[src/rtl/program_sequencer.sv]
// Run-control FSM for the 8-bit core: start/done handshake, core clear, PC load and PC gating.
// Optional run watchdog enabled by defining PROGRAM_SEQUENCER_WATCHDOG_EN.
module program_sequencer #(
    parameter int unsigned PC_W           = 32,
    parameter int unsigned CNT_W          = 16,
    parameter int unsigned PROG0_BASE     = 0,
    parameter int unsigned PROG1_BASE     = 256,
    parameter int unsigned PROG2_BASE     = 512,
    parameter int unsigned PROG3_BASE     = 768,
    parameter int unsigned TIMEOUT_CYCLES = 4095
) (
    input  logic             clk,
    input  logic             reset,
    input  logic             start,
    input  logic [1:0]       prog_sel,
    input  logic             halt,
    output logic             pc_en,
    output logic             pc_load,
    output logic [PC_W-1:0]  pc_load_value,
    output logic             core_clear,
    output logic             done,
    output logic             busy,
    output logic [CNT_W-1:0] cycle_count,
    output logic             timeout
);

`ifdef PROGRAM_SEQUENCER_WATCHDOG_EN
    localparam bit WD_EN = 1'b1;
`else
    localparam bit WD_EN = 1'b0;
`endif

    localparam logic [CNT_W-1:0] TIMEOUT_CNT = CNT_W'(TIMEOUT_CYCLES);

    typedef enum logic [2:0] {
        S_IDLE,
        S_CLEAR,
        S_HOLD,
        S_RUN,
        S_DONE
    } state_t;

    state_t           state_q, state_d;
    logic             start_q;
    logic [PC_W-1:0]  base_q, base_d;
    logic [CNT_W-1:0] cnt_q, cnt_d;
    logic             timeout_q, timeout_d;
    logic             start_rise;
    logic             wd_hit;

    function automatic logic [PC_W-1:0] base_of(input logic [1:0] sel);
        case (sel)
            2'd0:    base_of = PC_W'(PROG0_BASE);
            2'd1:    base_of = PC_W'(PROG1_BASE);
            2'd2:    base_of = PC_W'(PROG2_BASE);
            default: base_of = PC_W'(PROG3_BASE);
        endcase
    endfunction

    assign start_rise = start && !start_q;
    // Watchdog fires only when the current cycle is not already a normal halt.
    assign wd_hit     = WD_EN && (cnt_q == TIMEOUT_CNT) && !halt;

    // State and datapath registers
    always_ff @(posedge clk or negedge reset) begin
        if (!reset) begin
            state_q   <= S_IDLE;
            start_q   <= 1'b0;
            base_q    <= PC_W'(PROG0_BASE);
            cnt_q     <= '0;
            timeout_q <= 1'b0;
        end else begin
            state_q   <= state_d;
            start_q   <= start;
            base_q    <= base_d;
            cnt_q     <= cnt_d;
            timeout_q <= timeout_d;
        end
    end

    // Next-state logic; a start rise restarts from CLEAR in every state but CLEAR
    always_comb begin
        state_d   = state_q;
        base_d    = base_q;
        cnt_d     = cnt_q;
        timeout_d = timeout_q;
        case (state_q)
            S_IDLE, S_DONE: begin
                if (start_rise) begin
                    base_d  = base_of(prog_sel);
                    state_d = S_CLEAR;
                end
            end
            S_CLEAR: begin
                cnt_d     = '0;
                timeout_d = 1'b0;
                state_d   = S_HOLD;
            end
            S_HOLD: begin
                if (start_rise) begin
                    base_d  = base_of(prog_sel);
                    state_d = S_CLEAR;
                end else if (!start) begin
                    state_d = S_RUN;
                end
            end
            S_RUN: begin
                if (start_rise) begin
                    base_d  = base_of(prog_sel);
                    state_d = S_CLEAR;
                end else if (wd_hit) begin
                    timeout_d = 1'b1;
                    state_d   = S_DONE;
                end else begin
                    if (cnt_q != '1) begin
                        cnt_d = cnt_q + CNT_W'(1);
                    end
                    if (halt) begin
                        state_d = S_DONE;
                    end
                end
            end
            default: state_d = S_IDLE;
        endcase
    end

    assign core_clear    = (state_q == S_CLEAR);
    assign pc_load       = (state_q == S_CLEAR);
    assign pc_load_value = base_q;
    assign pc_en         = (state_q == S_RUN) && !halt;
    assign busy          = (state_q == S_CLEAR) || (state_q == S_HOLD) || (state_q == S_RUN);
    assign done          = (state_q == S_DONE);
    assign cycle_count   = cnt_q;
    assign timeout       = timeout_q;

endmodule

[config.mk]
export PLATFORM = sky130hd
export DESIGN_NAME = program_sequencer
export DESIGN_NICKNAME = d
export VERILOG_FILES = /design/src/rtl/program_sequencer.sv
export SDC_FILE = /design/constraint.sdc
export NUM_CORES = 1
export LEC_CHECK = 0
export CORE_UTILIZATION = 40
export DETAILED_ROUTE_END_ITERATION = 8
export DONT_BUFFER_PORTS = 1
export GPL_ROUTABILITY_DRIVEN = 0
export RECOVER_POWER = 50
export SETUP_SLACK_MARGIN = 0.02
export SKIP_CTS_REPAIR_TIMING = 1
export SLEW_MARGIN = 20
export SYNTH_ARGS = -nofsm -noshare
export SYNTH_HDL_FRONTEND = slang
export SYNTH_SLANG_ARGS = --single-unit
[constraint.sdc]
create_clock -name clk -period 3.3 [get_ports clk]
set_clock_uncertainty 0.05 [all_clocks]
set_input_delay 0.66 -clock clk [delete_from_list [all_inputs] [get_ports clk]]
set_output_delay 0.66 -clock clk [all_outputs]
set_load 0.01 [all_outputs]
==> results of run 1 <==
## per-stage QoR
step           std cells  utilization
2_1_floorplan        198            -
3_3_place_gp         208        0.403
3_5_place_dp         208        0.403
4_1_cts              211        0.415
5_1_grt              211        0.415
6_report             211        0.415
## registers in the layout (all words and copies together) (netlist names)
signal and flops:
start_q 1, state_q 3, cycle_count 16, pc_load_value 2
## kinds of logic after synthesis
logic type               count (synthesis)  synth area share
AND/OR/NAND/NOR                         57             0.210
adder cells (fa/ha/maj)                  1           0.00842
buffers and inverters                   43             0.204
other                                    1           0.00252
AO/OA/AOI/OAI                           38             0.162
flip-flops                              22             0.370
multiplexers                             6            0.0429
## path summary, 6_finish.rpt
path | from | depth (start not counted) | endpoint | slack [ns]
max | cycle_count[0] | 5 | cycle_count[1] | 1.08
min | reset | 0 | cycle_count[9] | 0.03
max reg2reg | cycle_count[0] | 5 | cycle_count[1] | 1.08
min reg2reg | pc_load_value[9] | 1 | pc_load_value[9] | 0.54
max in group asynchronous | reset | 0 | cycle_count[1] | 3.09
min in group clk | start | 0 | start_q | 0.38
## worst register-to-register path: stages, from the launching register on
cell     delay (ns)
dfrtp_1        0.48
ha_1           0.25
nand3_2        0.19
or4_4          0.68
nand2_1        0.13
mux2_2         0.33
## metal layers
metal,track usage,vias to the layer above
met5,0,-
li1,-,540
met3,0.0584,4
met2,0.253,55
met4,0.0407,0
met1,0.212,537
## synthesized netlist by cell type (all sizes together)
cell,number,area share
buf,37,0.19
dfrtp,22,0.37
a31oi,17,0.072
nand2,12,0.030
nor2,9,0.023
a21oi,6,0.020
nor3,6,0.020
o21ai,6,0.020
inv,5,0.013
nand3,5,0.020
nand4,5,0.021
nor4,5,0.021
o21a,5,0.025
nor2b,4,0.017
mux2,3,0.023
mux2i,3,0.020
nand2b,3,0.013
and2,2,0.0084
o211ai,2,0.010
or4,2,0.013
a21boi,1,0.0051
a221oi,1,0.010
and3,1,0.0042
clkbuf,1,0.0025
conb,1,0.0025
ha,1,0.0084
nand3b,1,0.0051
nand4b,1,0.0059
nor3b,1,0.0084
## power by group through the flow
| stage | sequential (mW) | clock [mW] | combinational, mW |
|---|---|---|---|
| floorplan | 0.380 | 0 | 0.272 |
| detailed placement | 0.397 | 0 | 0.276 |
| finish | 0.391 | 0.165 | 0.276 |
| global placement | 0.393 | 0 | 0.267 |
| global route | 0.400 | 0.183 | 0.314 |
| CTS | 0.392 | 0.171 | 0.276 |
## layout make-up
cell class,instances,area share
clock buffer,3,0.0289
timing repair buffer,2,0.0105
inverter,5,0.0131
multi-input combinational,133,0.522
sequential,22,0.385
tap,46,0.0403
==> flow_metrics.env, run 1 <==
export IMPL_avgRoutedWirePerCell_um=14.3
export IMPL_cp_end_kind="register"
export IMPL_crit_required_ns=3.40
export IMPL_drtIter0Drc=57
export IMPL_setup_viol=0
export IMPL_cp_slowest_stage_delay_ns=0.68
export IMPL_start_util=0.432
export IMPL_finalInstanceArea_mm2=0.00143
export IMPL_drive_above_1_share=0.0727
export IMPL_power_mw=0.832
export IMPL_post_route_period_util=0.673
export IMPL_place_area_mm2=0.00139
export IMPL_seqPwrFrac=0.469
export IMPL_final_max_slew_viol_count=0
export IMPL_status="finished clean"
export IMPL_num_vias=1136
export IMPL_grt_ovfl_total=0
export IMPL_switching_share=0.408
export IMPL_clk_latency_ns=0.26
export IMPL_yosys_cell_types_count=33
export IMPL_p_comb_frac=0.332
export IMPL_antenna_found_initial=0
export IMPL_netlist_area_mm2=0.00149
export IMPL_io_pins=60
export IMPL_crit_buf_inv=0
export IMPL_timing_final_crit_period_ns=2.22
export IMPL_row_count=21
export IMPL_multiInputGateArea_um2=746
export IMPL_met2_length_um=1430
export IMPL_netlist_instances=168
export IMPL_cts_clk_slew_worst_paths_ns=0.08
export IMPL_p_clk_frac=0.199
export IMPL_numCtsBuffers=3
export IMPL_syn2layout_area_growth_pct=-3.87
export IMPL_yosys_warnings=0
export IMPL_maxCapViolations=0
export IMPL_fillCellCount=365
export IMPL_dr_wl_met3_um=268
export IMPL_htree_levels=1
export IMPL_cellLeakagePower_nw=0.596
export IMPL_top_layer_used="met4"
export IMPL_fmax_ghz=0.450
export IMPL_tritoncts="done"
export IMPL_synth_seq_cells=22
export IMPL_num_nets_final=174
export IMPL_drt_total_wl_um=3010
export IMPL_postSynthAreaPerCell_um2=8.85
export IMPL_path_max_fanout=12
export IMPL_p_sw_mw=0.340
export IMPL_dpl_hpwl_um=2260
export IMPL_critPathTopFamily="simple AND/OR/NAND/NOR gates"
export IMPL_hp_class="input port to asynchronous set/reset pin"
export IMPL_die_h_um=63.0
export IMPL_finalSetupTns_ns=0
export IMPL_grt_pass1_vias=1088
export IMPL_cellPowerDensity_mw_per_mm2=582
export IMPL_drcViolationCount=0
export IMPL_fp_coreArea_mm2=0.00344
export IMPL_rsz0062_at_grt="false"
export IMPL_die_x_um=63.0
export IMPL_die_area_mm2=0.00396
export IMPL_cts_num_sinks=22
export IMPL_register_area_um2=551
export IMPL_cp_start_kind="register"
export IMPL_whs_ns=0.0335
export IMPL_fin_ws_ns=1.08
export IMPL_numPortBuffers=0
export IMPL_clock_path_buffers=2
export IMPL_final_common_cell="conb_1"
export IMPL_worst_slew_pin_slew_ns=0.593
export IMPL_intPower_mw=0.493
export IMPL_ys_seq_area_frac=0.370
export IMPL_grt_pass1_wl_um=5180
export IMPL_worst_slew_margin_rel=0.604
export IMPL_crit_chain="ha_1 -> nand3_2 -> or4_4 -> nand2_1 -> mux2_2"
export IMPL_final_antenna_net_count=0
export IMPL_diodes=0
export IMPL_path_class="register to register"
export IMPL_layout_common_cells="conb_1, dfrtp_1, a31oi_1"
export IMPL_gr_usage_all_layers=0.162
export IMPL_arrival_ns=2.32
export IMPL_peakVddDrop_uv=338
export IMPL_crit_slowest_cell="or4_4"
export IMPL_hold_viol=0
export IMPL_pre_cts_ws_ns=1.10
export IMPL_wl_met1_um=1290
export IMPL_drtPass1Iterations=5
export IMPL_vias_per_cell=5.38
export IMPL_clockRootBuffer="clkbuf_8"
export IMPL_grt_max_degree=23
Note: power is estimated with default switching activity, not from simulation.
==> inputs of run 2 (changes only) <==
==> constraint.sdc (replaced) <==
create_clock -name clk -period 2.2 [get_ports clk]
set_clock_uncertainty 0.05 [all_clocks]
set_input_delay 0.44 -clock clk [delete_from_list [all_inputs] [get_ports clk]]
set_output_delay 0.44 -clock clk [all_outputs]
set_load 0.01 [all_outputs]
==> flow_metrics.env, run 2 (synthesized netlist as in run 1, its figures left out) <==
export IMPL_path_max_fanout=12
export IMPL_critPathTopFamily="simple AND/OR/NAND/NOR gates"
export IMPL_start_util=0.432
export IMPL_crit_buf_inv=0
export IMPL_tritoncts="done"
export IMPL_largest_reg_flops=16
export IMPL_cp_slowest_stage_delay_ns=0.68
export IMPL_maxCapViolations=0
export IMPL_drtPass1Iterations=4
export IMPL_io_pins=60
export IMPL_fp_coreArea_mm2=0.00344
export IMPL_row_count=21
export IMPL_grt_pass1_vias=1020
export IMPL_worst_slew_margin_rel=0.215
export IMPL_drcViolationCount=0
export IMPL_drt_total_wl_um=3070
export IMPL_fmax_ghz=0.486
export IMPL_die_area_mm2=0.00396
export IMPL_vias_per_cell=5.31
export IMPL_hold_viol=0
export IMPL_path_class="register to register"
export IMPL_die_x_um=63.0
export IMPL_post_route_period_util=0.936
export IMPL_dpl_hpwl_um=2240
export IMPL_antenna_found_initial=0
export IMPL_drive_above_1_share=0.109
export IMPL_final_antenna_net_count=0
export IMPL_setup_viol=0
export IMPL_grt_pass1_wl_um=5010
export IMPL_timing_final_crit_period_ns=2.06
export IMPL_cts_clk_slew_worst_paths_ns=0.07
export IMPL_rsz0062_at_grt="false"
export IMPL_fin_ws_ns=0.141
export IMPL_clk_latency_ns=0.26
export IMPL_diodes=0
export IMPL_clock_path_buffers=2
export IMPL_final_max_slew_viol_count=0
export IMPL_crit_slowest_cell="or4_4"
export IMPL_num_vias=1168
export IMPL_final_util=0.434
export IMPL_num_nets_final=183
export IMPL_crit_required_ns=2.30
export IMPL_cellPowerDensity_mw_per_mm2=877
export IMPL_hp_class="input port to register"
export IMPL_numPortBuffers=0
export IMPL_htree_levels=1
export IMPL_grt_ovfl_total=0
export IMPL_cp_end_kind="register"
export IMPL_status="finished clean"
export IMPL_numCtsBuffers=3
export IMPL_drtIter0Drc=134
export IMPL_cts_num_sinks=22
export IMPL_syn2layout_area_growth_pct=0.589
export IMPL_cp_start_kind="register"
export IMPL_crit_chain="ha_1 -> nand3_2 -> or4_4 -> nand2_1 -> mux2_2"
export IMPL_die_h_um=63.0
export IMPL_grt_max_degree=23
export IMPL_avgRoutedWirePerCell_um=14.0
export IMPL_worst_slew_pin_slew_ns=1.18
export IMPL_final_common_cell="conb_1"
export IMPL_arrival_ns=2.15
export IMPL_peakVddDrop_uv=727
export IMPL_cellLeakagePower_nw=0.637
export IMPL_clockRootBuffer="clkbuf_8"
export IMPL_gr_usage_all_layers=0.158
export IMPL_layout_common_cells="conb_1, dfrtp_1, a31oi_1"
export IMPL_pre_cts_ws_ns=-0.0590
==> run 2: cell count changes in the layout (fill, tap and decap cells not counted) <==
cell	delta
clkbuf_1	+1
and2_1	+1
dlygate4sd3_1	+1
and2_0	-1
buf_4	+7
==> run 2: through the flow <==
stage | hold slack (ns) | power, mW | instance area (um2) | std cells | setup TNS (ns)
floorplan | 0.0944 | 0.977 | 1600 | 198 | 0
global placement | 0.0949 | 1.04 | 1430 | 214 | 0
detailed placement | 0.0949 | 1.05 | 1430 | 214 | -0.0590
CTS | -0.192 | 1.30 | 1470 | 217 | -0.0755
global route | 0.138 | 1.42 | 1500 | 220 | 0
finish | 0.156 | 1.31 | 1500 | 220 | 0
==> run 2: path summary, 6_finish.rpt <==
path / start / to / slack, ns / depth (start not counted)
max: cycle_count[0] / cycle_count[1] / 0.14 / 5
min reg2reg: pc_load_value[9] / pc_load_value[9] / 0.54 / 1
max in group asynchronous: reset / cycle_count[0] / 0.51 / 2
min: start / start_q / 0.16 / 0
min in group asynchronous: reset / cycle_count[9] / 0.89 / 2
max reg2reg: cycle_count[0] / cycle_count[1] / 0.14 / 5
==> run 2: area by class of cell <==
type,count,area [um2]
timing repair buffer,11,81.3
sequential,22,551
fill,356,1950
inverter,5,18.8
tap,46,57.6
clock buffer,3,41.3
multi-input combinational,133,746
==> run 2: power by group <==
group,internal (mW),leakage [nW],switching [mW]
clock,0.122,0.0216,0.124
combinational,0.189,0.322,0.315
sequential,0.473,0.294,0.0879
total,0.784,0.637,0.527
==> run 2: metal layers <==
layer / track usage / part of all wire / vias up
met5: 0 / 0 / -
met4: 0.0291 / 0 / 0
met3: 0.0547 / 0.082 / 0
met2: 0.241 / 0.47 / 51
met1: 0.216 / 0.45 / 562
li1: - / - / 555
==> inputs of run 3 (changes only) <==
--- a/config.mk
+++ b/config.mk
@@ -5,6 +5,7 @@
 export SDC_FILE = /design/constraint.sdc
 export NUM_CORES = 1
 export LEC_CHECK = 0
+export ABC_AREA = 1
 export CORE_UTILIZATION = 40
 export DETAILED_ROUTE_END_ITERATION = 8
 export DONT_BUFFER_PORTS = 1
==> flow_metrics.env, run 3 <==
export IMPL_drive_above_1_share=0.0769
export IMPL_synth_edf_count=0
export IMPL_hold_viol=0
export IMPL_synth_area_top_cells="dfrtp_1, nand2_1, buf_4, nor2_1, inv_1"
export IMPL_fillCellCount=399
export IMPL_path_class="register to output pin"
export IMPL_rsz0062_at_grt="false"
export IMPL_yosysMostFrequentCell="nand2_1"
export IMPL_cts_clk_slew_worst_paths_ns=0.07
export IMPL_cts_num_sinks=22
export IMPL_rrSetupSlack_ns=0.40
export IMPL_setup_viol=0
export IMPL_synth_async_sr_flop_share=1.00
export IMPL_drt_total_wl_um=3020
export IMPL_path_max_fanout=3
export IMPL_die_x_um=66.1
export IMPL_htree_levels=1
export IMPL_worst_slew_pin_slew_ns=1.16
export IMPL_clockRootBuffer="clkbuf_8"
export IMPL_crit_chain="nor2_4 -> inv_1 -> nor2_1"
export IMPL_ys_seq_area_frac=0.335
export IMPL_worst_slew_margin_rel=0.227
export IMPL_yosys_warnings=0
export IMPL_synth_flop_cell="dfrtp_1"
export IMPL_peakVddDrop_uv=568
export IMPL_netlist_area_mm2=0.00164
export IMPL_cellPowerDensity_mw_per_mm2=816
export IMPL_rr_worst_depth=10
export IMPL_critPathTopFamily="simple AND/OR/NAND/NOR gates"
export IMPL_yosys_cell_types_count=24
export IMPL_syn2layout_area_growth_pct=-2.21
export IMPL_layout_common_cells="nand2_1, nor2_1, conb_1"
export IMPL_dpl_hpwl_um=2320
export IMPL_fmax_ghz=0.551
export IMPL_hp_class="input port to register"
export IMPL_pre_cts_ws_ns=0.372
export IMPL_finalSetupTns_ns=0
export IMPL_post_route_period_util=0.825
export IMPL_numPortBuffers=0
export IMPL_ys_top_cells_by_count="nand2_1, buf_4, nor2_1, dfrtp_1, inv_1"
export IMPL_hp_start="start"
export IMPL_tritoncts="done"
export IMPL_postSynthAreaPerCell_um2=7.05
export IMPL_io_pins=60
export IMPL_hold_path_depth=0
export IMPL_arrival_ns=1.33
export IMPL_yosys_area_top_type="dfrtp_1"
export IMPL_cp_start_kind="register"
export IMPL_grt_pass1_vias=1171
export IMPL_diodes=0
export IMPL_reg2reg_to="cycle_count[13]"
export IMPL_vias_per_cell=4.41
export IMPL_netlist_instances=233
export IMPL_drtPass1Iterations=4
export IMPL_crit_buf_inv=1
export IMPL_gr_usage_all_layers=0.161
export IMPL_grt_ovfl_total=0
export IMPL_crit_required_ns=1.71
export IMPL_maxCapViolations=0
export IMPL_final_common_cell="nand2_1"
export IMPL_avgRoutedWirePerCell_um=10.7
export IMPL_grt_pass1_wl_um=5390
export IMPL_drtIter0Drc=65
export IMPL_largest_reg_flops=16
export IMPL_clock_path_buffers=2
export IMPL_cellLeakagePower_nw=0.792
export IMPL_die_area_mm2=0.00436
export IMPL_final_antenna_net_count=0
export IMPL_row_count=22
export IMPL_timing_final_crit_period_ns=1.82
export IMPL_fin_ws_ns=0.384
export IMPL_die_h_um=66.1
export IMPL_r2r_start="cycle_count[0]"
export IMPL_synth_top_area_frac=0.335
export IMPL_cp_slowest_stage_delay_ns=0.43
export IMPL_status="finished clean"
export IMPL_drcViolationCount=0
export IMPL_fp_coreArea_mm2=0.00380
export IMPL_num_nets_final=242
export IMPL_hold_path_end="start_q"
export IMPL_grt_max_degree=28
export IMPL_clk_latency_ns=0.26
export IMPL_start_util=0.432
export IMPL_synth_seq_cells=22
export IMPL_crit_slowest_cell="dfrtp_1"
export IMPL_numCtsBuffers=3
export IMPL_antenna_found_initial=0
export IMPL_final_max_slew_viol_count=0
export IMPL_cp_end_kind="output pin"
export IMPL_num_vias=1244
## run 3: final cells by class
| cell class | count | area, um2 | area share |
|---|---|---|---|
| Multi-Input combinational cell | 182 | 835 | 0.520 |
| Sequential cell | 22 | 551 | 0.343 |
| Inverter | 24 | 91.3 | 0.0569 |
| Tap cell | 48 | 60.1 | 0.0374 |
| Clock buffer | 4 | 55.1 | 0.0343 |
| Timing Repair Buffer | 2 | 13.8 | 0.00857 |
## run 3: per-stage QoR
step           instances  area (um2)  hold WS [ns]   util  power [mW]
2_1_floorplan        263        1750        0.0944      -        1.05
3_3_place_gp         276        1540        0.0949  0.404        1.02
3_5_place_dp         276        1540        0.0950  0.404        1.03
4_1_cts              280        1590        -0.201  0.419        1.33
5_1_grt              282        1610         0.129  0.423        1.44
6_report             282        1610         0.153  0.423        1.31
## run 3: worst max path at each step
stage,from,to,slack (ns),cells past startpoint
after floorplan,state_q[2],pc_load,0.67,4
after global placement,cycle_count[0],cycle_count[14],0.40,10
after detailed placement,cycle_count[0],cycle_count[13],0.37,10
after CTS,state_q[2],pc_load,0.34,3
after global routing,cycle_count[0],cycle_count[14],0.13,10
final,state_q[2],pc_load,0.38,3
## run 3: per-layer routing
layer  wire, um  vias up  track usage
li1           -      668            -
met1       1370      531        0.200
met2       1390       43        0.263
met3        228        2       0.0586
met4         24        0       0.0399
met5          0        -            0
## run 3: where the power goes
part / switching (mW) / leakage [nW] / internal [mW] / total [mW]
logic: 0.342 / 0.468 / 0.126 / 0.468
clock network: 0.130 / 0.0288 / 0.160 / 0.289
registers: 0.0858 / 0.296 / 0.466 / 0.552
## run 3: cells by family after synthesis
group | share of synthesized area
fa+ha+maj | 0.00762
mux | 0.0137
simple gates | 0.300
buf+inv | 0.225
compound gates | 0.116
other cells | 0.00228
flops | 0.335
